**src/rtl/seq_pkg.sv**
```systemverilog
// Shared definitions for the framed digit-sequence generator.
// State encoding, frame length and the fixed frame pattern.
package seq_pkg;

    typedef enum logic [1:0] {
        S_IDLE = 2'd0,
        S_SEND = 2'd1,
        S_GAP  = 2'd2
    } state_t;

    localparam int PAT_LEN = 6;
    localparam int IDX_W   = 3;

    localparam int PAT_D0 = 1;
    localparam int PAT_D1 = 0;
    localparam int PAT_D2 = 2;
    localparam int PAT_D3 = 2;
    localparam int PAT_D4 = 1;
    localparam int PAT_D5 = 0;

    // Digits 0..2 occur in the pattern, so they are unsafe as filler.
    function automatic logic fill_unsafe(input int v);
        return v <= 2;
    endfunction

endpackage

```
**src/rtl/seq_gen_if.sv**
```systemverilog
// Valid/ready digit stream from the generator to its consumer.
// The generator is the master; the consumer owns out_ready.
interface seq_gen_if #(
    parameter int DW = 4
);
    logic [DW-1:0] out_data;
    logic          out_valid;
    logic          out_ready;

    modport master (
        output out_data,
        output out_valid,
        input  out_ready
    );

    modport slave (
        input  out_data,
        input  out_valid,
        output out_ready
    );
endinterface

```
**src/rtl/seq_rom.sv**
```systemverilog
// Combinational lookup of the frame pattern digit by symbol index.
// Indices past the frame length read as zero.
module seq_rom
    import seq_pkg::*;
#(
    parameter int DW = 4
) (
    input  logic [IDX_W-1:0] idx,
    output logic [DW-1:0]    digit
);

    always_comb begin
        digit = '0;
        unique case (idx)
            3'd0:    digit = DW'(PAT_D0);
            3'd1:    digit = DW'(PAT_D1);
            3'd2:    digit = DW'(PAT_D2);
            3'd3:    digit = DW'(PAT_D3);
            3'd4:    digit = DW'(PAT_D4);
            3'd5:    digit = DW'(PAT_D5);
            default: digit = '0;
        endcase
    end

endmodule

```
**src/rtl/seq_gen.sv**
```systemverilog
// Frame sequence generator: sends N pattern frames separated by
// filler digits over a valid/ready stream, with abort and done.
module seq_gen #(
    parameter int PAT_LEN = seq_pkg::PAT_LEN,
    parameter int DW      = 4
) (
    input  logic          clk,
    input  logic          rst_n,
    input  logic          start,
    input  logic          abort,
    input  logic [3:0]    frames,
    input  logic [3:0]    gap,
    input  logic [DW-1:0] filler,
    seq_gen_if.master     bus,
    output logic          busy,
    output logic          done
);
    import seq_pkg::*;

    localparam logic [IDX_W-1:0] LAST = IDX_W'(PAT_LEN - 1);

    state_t state_q, state_d;

    logic [IDX_W-1:0] idx_q;
    logic [3:0]       frm_cnt_q;
    logic [3:0]       frames_q;
    logic [3:0]       gap_q;
    logic [3:0]       gap_cnt_q;
    logic [DW-1:0]    fill_q;
    logic [DW-1:0]    rom_digit;
    logic             done_q;

    logic hs;
    logic last_sym;
    logic last_frm;
    logic go;

    assign hs       = bus.out_valid && bus.out_ready;
    assign last_sym = idx_q == LAST;
    assign last_frm = (frm_cnt_q + 4'd1) == frames_q;
    assign go       = start && !abort;
    assign done     = done_q;

    seq_rom #(.DW(DW)) u_rom (
        .idx   (idx_q),
        .digit (rom_digit)
    );

    always_ff @(posedge clk or negedge rst_n) begin
        if (!rst_n) state_q <= S_IDLE;
        else        state_q <= state_d;
    end

    always_comb begin
        state_d = state_q;
        unique case (state_q)
            S_IDLE: begin
                if (go) state_d = S_SEND;
            end
            S_SEND: begin
                if (abort) begin
                    state_d = S_IDLE;
                end else if (hs && last_sym) begin
                    if (last_frm)          state_d = S_IDLE;
                    else if (gap_q != '0)  state_d = S_GAP;
                end
            end
            S_GAP: begin
                if (abort)
                    state_d = S_IDLE;
                else if (hs && gap_cnt_q == 4'd1)
                    state_d = S_SEND;
            end
            default: state_d = S_IDLE;
        endcase
    end

    always_comb begin
        bus.out_valid = 1'b0;
        bus.out_data  = '0;
        busy          = 1'b0;
        unique case (state_q)
            S_SEND: begin
                bus.out_valid = 1'b1;
                bus.out_data  = rom_digit;
                busy          = 1'b1;
            end
            S_GAP: begin
                bus.out_valid = 1'b1;
                bus.out_data  = fill_q;
                busy          = 1'b1;
            end
            default: ;
        endcase
    end

    // Abort wins over a same-cycle handshake: nothing is consumed.
    always_ff @(posedge clk or negedge rst_n) begin
        if (!rst_n) begin
            idx_q     <= '0;
            frm_cnt_q <= '0;
            frames_q  <= '0;
            gap_q     <= '0;
            gap_cnt_q <= '0;
            fill_q    <= '0;
            done_q    <= 1'b0;
        end else begin
            done_q <= 1'b0;
            unique case (state_q)
                S_IDLE: begin
                    if (go) begin
                        frames_q  <= (frames == 4'd0) ? 4'd1 : frames;
                        gap_q     <= gap;
                        fill_q    <= fill_unsafe(int'(filler)) ? '1 : filler;
                        idx_q     <= '0;
                        frm_cnt_q <= '0;
                    end
                end
                S_SEND: begin
                    if (!abort && hs) begin
                        if (last_sym) begin
                            idx_q     <= '0;
                            frm_cnt_q <= frm_cnt_q + 4'd1;
                            gap_cnt_q <= gap_q;
                            done_q    <= last_frm;
                        end else begin
                            idx_q <= idx_q + 1'b1;
                        end
                    end
                end
                S_GAP: begin
                    if (!abort && hs) begin
                        gap_cnt_q <= gap_cnt_q - 4'd1;
                        idx_q     <= '0;
                    end
                end
                default: ;
            endcase
        end
    end

endmodule

```
**src/flat_wrapper.sv**
```systemverilog
// flat-port wrapper written by rule: the top's interface ports become plain ports
module seq_gen_flat import seq_pkg::*;
#(
    parameter int PAT_LEN = seq_pkg::PAT_LEN,
    parameter int DW      = 4
)
  (clk, rst_n, start, abort, frames, gap, filler, busy, done, bus_out_data, bus_out_valid, bus_out_ready);
  seq_gen_if #(.DW(DW)) bus_i ();
  input  logic clk;
  input  logic rst_n;
  input  logic start;
  input  logic abort;
  input  logic [3:0] frames;
  input  logic [3:0] gap;
  input  logic [DW-1:0] filler;
  output logic busy;
  output logic done;
  output wire logic [$bits(bus_i.out_data)-1:0] bus_out_data;
  output wire logic [$bits(bus_i.out_valid)-1:0] bus_out_valid;
  input wire logic [$bits(bus_i.out_ready)-1:0] bus_out_ready;
  assign bus_out_data = bus_i.out_data;
  assign bus_out_valid = bus_i.out_valid;
  assign bus_i.out_ready = bus_out_ready;
  seq_gen #(.PAT_LEN(PAT_LEN), .DW(DW)) u_core (.clk(clk), .rst_n(rst_n), .start(start), .abort(abort), .frames(frames), .gap(gap), .filler(filler), .bus(bus_i), .busy(busy), .done(done));
endmodule
```
**config.mk**
```make
export PLATFORM = sky130hd
export DESIGN_NAME = seq_gen_flat
export DESIGN_NICKNAME = d
export VERILOG_FILES = /design/src/rtl/seq_pkg.sv /design/src/rtl/seq_gen_if.sv /design/src/rtl/seq_rom.sv /design/src/rtl/seq_gen.sv /design/src/flat_wrapper.sv
export SDC_FILE = /design/constraint.sdc
export NUM_CORES = 1
export LEC_CHECK = 0
export CORE_MARGIN = 3
export CORE_UTILIZATION = 35
export DETAILED_ROUTE_END_ITERATION = 7
export PLACE_DENSITY = 0.56
export SETUP_SLACK_MARGIN = 0.2
export SYNTH_ARGS = -nofsm -noshare
export SYNTH_HDL_FRONTEND = slang
export SYNTH_SLANG_ARGS = --single-unit
```
**constraint.sdc**
```tcl
create_clock -name clk -period 2.2 [get_ports clk]
set_input_delay 0.55 -clock clk [delete_from_list [all_inputs] [get_ports clk]]
set_output_delay 0.55 -clock clk [all_outputs]
set_load 0.005 [all_outputs]
```
==> flow_metrics.py <==
metrics = {
    "setup_path": {
        "crit_type": "register to output pin",
        "path_max_fanout": 5,
        "critical_path_arrival_ps": 1500,
        "cp-end-kind": "output pin",
        "r2r_cells": 10,
        "startpoint_type": "register",
        "critPathRequiredTime_ps": 1650,
    },
    "power": {
        "switching_share": 0.374,
        "p_seq_frac": 0.310,
        "p_clk_frac": 0.152,
        "power.internal_uw": 1680,
        "ir_drop_uv": 676,
        "p_leak_uw": 0.000956,
        "switchingPower_uw": 1000,
        "powerDensity_nw_per_um2": 1250,
        "p_comb_frac": 0.538,
    },
    "global_routing": {
        "grt.total_usage": 0.157,
        "grt_overflow": 0,
        "grt_pass1_wl_um": 6540,
        "first_global_vias": 1339,
        "grt_max_degree": 27,
        "antenna_found_initial": 0,
    },
    "job": {
        "max_cap_viol_count": 0,
    },
    "logic_synthesis": {
        "synth_nets": 183,
        "synthFlopType": "dfrtp_1",
        "synth_cell_types": 44,
        "yosysWarnings": 0,
        "synthArstFlopShare": 1.00,
        "synth_edf_count": 0,
        "avgSynthCellArea_um2": 9.87,
        "syn_inst": 157,
        "ys_top_cells_by_area": "dfrtp_1, ha_1, mux2_2, o21ai_0, nand2_1",
        "ys_seq_area_frac": 0.420,
        "synth_area_um2": 1550,
        "synth.largest_area_cell": "dfrtp_1",
        "ys_ff_latch": 26,
        "yosysTopAreaCellShare": 0.420,
    },
    "sta": {
        "slew_violations": 0,
        "period_needed_ps": 2050,
        "finalSetupViolations": 0,
        "worst-slew-pin-transition_ps": 457,
        "setup_slack_ps": 147,
        "skew_ps": 7.93,
        "slew_headroom": 0.690,
        "clock.fmax_mhz": 487,
        "rsz0062_at_grt": "yes",
        "tns_ps": 0,
        "hold_violations": 0,
        "period_share": 0.933,
    },
    "clock_tree": {
        "cts_tree": "yes",
        "clk_latency_ps": 280,
        "root_buffer": "clkbuf_8",
        "clk_path_buf_depth": 2,
        "cts_sinks": 26,
        "cts_made_buffers": 3,
        "htree_levels": 1,
        "clkTransAtPathRegs_ps": 100,
    },
    "routing": {
        "drtAntennaViolNets": 0,
        "drc_errors": 0,
        "drt_pass1_iterations": 4,
        "dr_total_vias": 1341,
        "avgRoutedWirePerCell_um": 15.0,
        "routed_wl_um": 3860,
        "drt_iter0_markers": 59,
        "vias_per_cell": 5.22,
    },
    "layout": {
        "n_antenna_cell": 0,
        "layout-drive-gt1-share": 0.304,
        "area_growth_pct": 38.6,
        "fin_cells": 257,
        "nets": 234,
    },
    "placement": {
        "dpl.hpwl_um": 2700,
        "dpl_worst_slack_ps": 68.6,
        "gp_congestion": 0.801,
        "placed_cells": 238,
        "portBuffers": 23,
    },
    "run_status": {
        "outcome": "completed",
    },
    "die": {
        "die_y_um": 72.6,
        "start_util": 0.374,
        "fp-row-count": 23,
        "core_area_um2": 4140,
        "dieArea_um2": 5260,
        "die-width_um": 72.6,
        "ios": 24,
    },
    "min_path": {
        "hold_depth": 2,
        "hp-class": "register to register",
    },
}
power by group through the flow:
| stage | registers, µW | clock network [µW] | logic (µW) |
|---|---|---|---|
| after global routing | 861 | 441 | 1580 |
| after floorplan | 799 | 0 | 764 |
| after CTS | 835 | 420 | 1330 |
| after global placement | 832 | 0 | 1080 |
| after detailed placement | 849 | 0 | 1120 |
| final | 833 | 407 | 1450 |
path summary, 6_finish.rpt:
path	start	endpoint	slack (ps)
max	u_core.state_q[1]	bus_out_data[0]	150
min in group asynchronous	rst_n	u_core.idx_q[2]	640
min	u_core.fill_q[3]	u_core.fill_q[3]	480
max reg2reg	u_core.state_q[0]	u_core.state_q[0]	190
min reg2reg	u_core.fill_q[3]	u_core.fill_q[3]	480
max in group asynchronous	rst_n	u_core.idx_q[0]	1270
flip-flops by register name (all words and copies together), names as in the netlist:
| name | cells |
|---|---|
| u_core.fill_q | 4 |
| u_core.frm_cnt_q | 4 |
| u_core.done | 1 |
| u_core.state_q | 2 |
| u_core.gap_q | 4 |
| u_core.gap_cnt_q | 4 |
| u_core.idx_q | 3 |
| u_core.frames_q | 4 |
metal layers:
layer | share of wire | GRT usage
met3 | 0.035 | 0.0388
met2 | 0.50 | 0.265
met1 | 0.44 | 0.195
met4 | 0.022 | 0.0512
met5 | 0 | 0
critical path, stage by stage (launching register included):
cell and delay [ps]:
dfrtp_1 420, buf_4 150, buf_4 150, ha_4 170, a22oi_2 160, nor2b_1 60
buf_2 120
what timing repair did:
item,4_1_cts,5_1_grt
gates cloned,0,0
setup buffers,9,6
gates resized for setup,29,11
hold buffers,0,0
setup endpoints to repair,7,7
pin swaps,1,4
synth_stat cells, types with 2 or more instances:
cell type  count
dfrtp_1       26
nand2_1       17
o21ai_0       15
nor2_1        13
ha_1           9
inv_1          8
mux2_2         8
nand2b_1       5
nand3_1        5
xnor2_1        4
a21oi_1        3
and2_1         3
nand3b_1       3
a211o_1        2
a22o_1         2
mux2i_1        2
nor2b_1        2
nor3_1         2
o22ai_1        2
xor2_1         2
per-stage QoR:
stage | util | area [µm²] | hold slack (ps) | total power, µW
2_1_floorplan | - | 1550 | 254 | 1560
3_3_place_gp | 0.461 | 1910 | 464 | 1910
3_5_place_dp | 0.461 | 1910 | 465 | 1970
4_1_cts | 0.507 | 2100 | 487 | 2590
5_1_grt | 0.518 | 2150 | 514 | 2880
6_report | 0.518 | 2150 | 480 | 2690
cells by family after synthesis:
| kind of cell | count (synthesis) | synth area share |
|---|---|---|
| adder cells (fa/ha/maj) | 9 | 0.0726 |
| buffers and inverters | 12 | 0.0323 |
| XOR/XNOR | 6 | 0.0339 |
| AND/OR/NAND/NOR | 58 | 0.207 |
| flip-flops | 26 | 0.420 |
| multiplexers | 10 | 0.0710 |
| AO/OA/AOI/OAI | 36 | 0.163 |
cells in the final DEF, fill, tap and decap left out, types with 3 or more instances in the layout:
cell,netlist,final
o21ai_0,15,14
ha_4,0,3
buf_6,0,3
dfrtp_1,26,24
nand2_1,17,17
a21oi_1,3,3
inv_1,8,6
nor2_1,13,12
and2_1,3,3
clkdlybuf4s50_1,0,17
clkbuf_2,0,4
nand2b_1,5,5
buf_4,1,22
clkbuf_8,0,3
mux2_2,8,8
xnor2_1,4,4
ha_1,9,6
nand3_1,5,5
nand3b_1,3,3
layout make-up:
cell class | count | area, µm²
fillers | 386 | 2000
multi-input cells | 119 | 903
flip-flops and latches | 26 | 653
repair buffers | 49 | 419
well taps | 50 | 62.6
clock buffers | 3 | 41.3
inverters | 9 | 38.8
clock inverters | 1 | 30.0
Note: power is estimated with default switching activity, not from simulation.
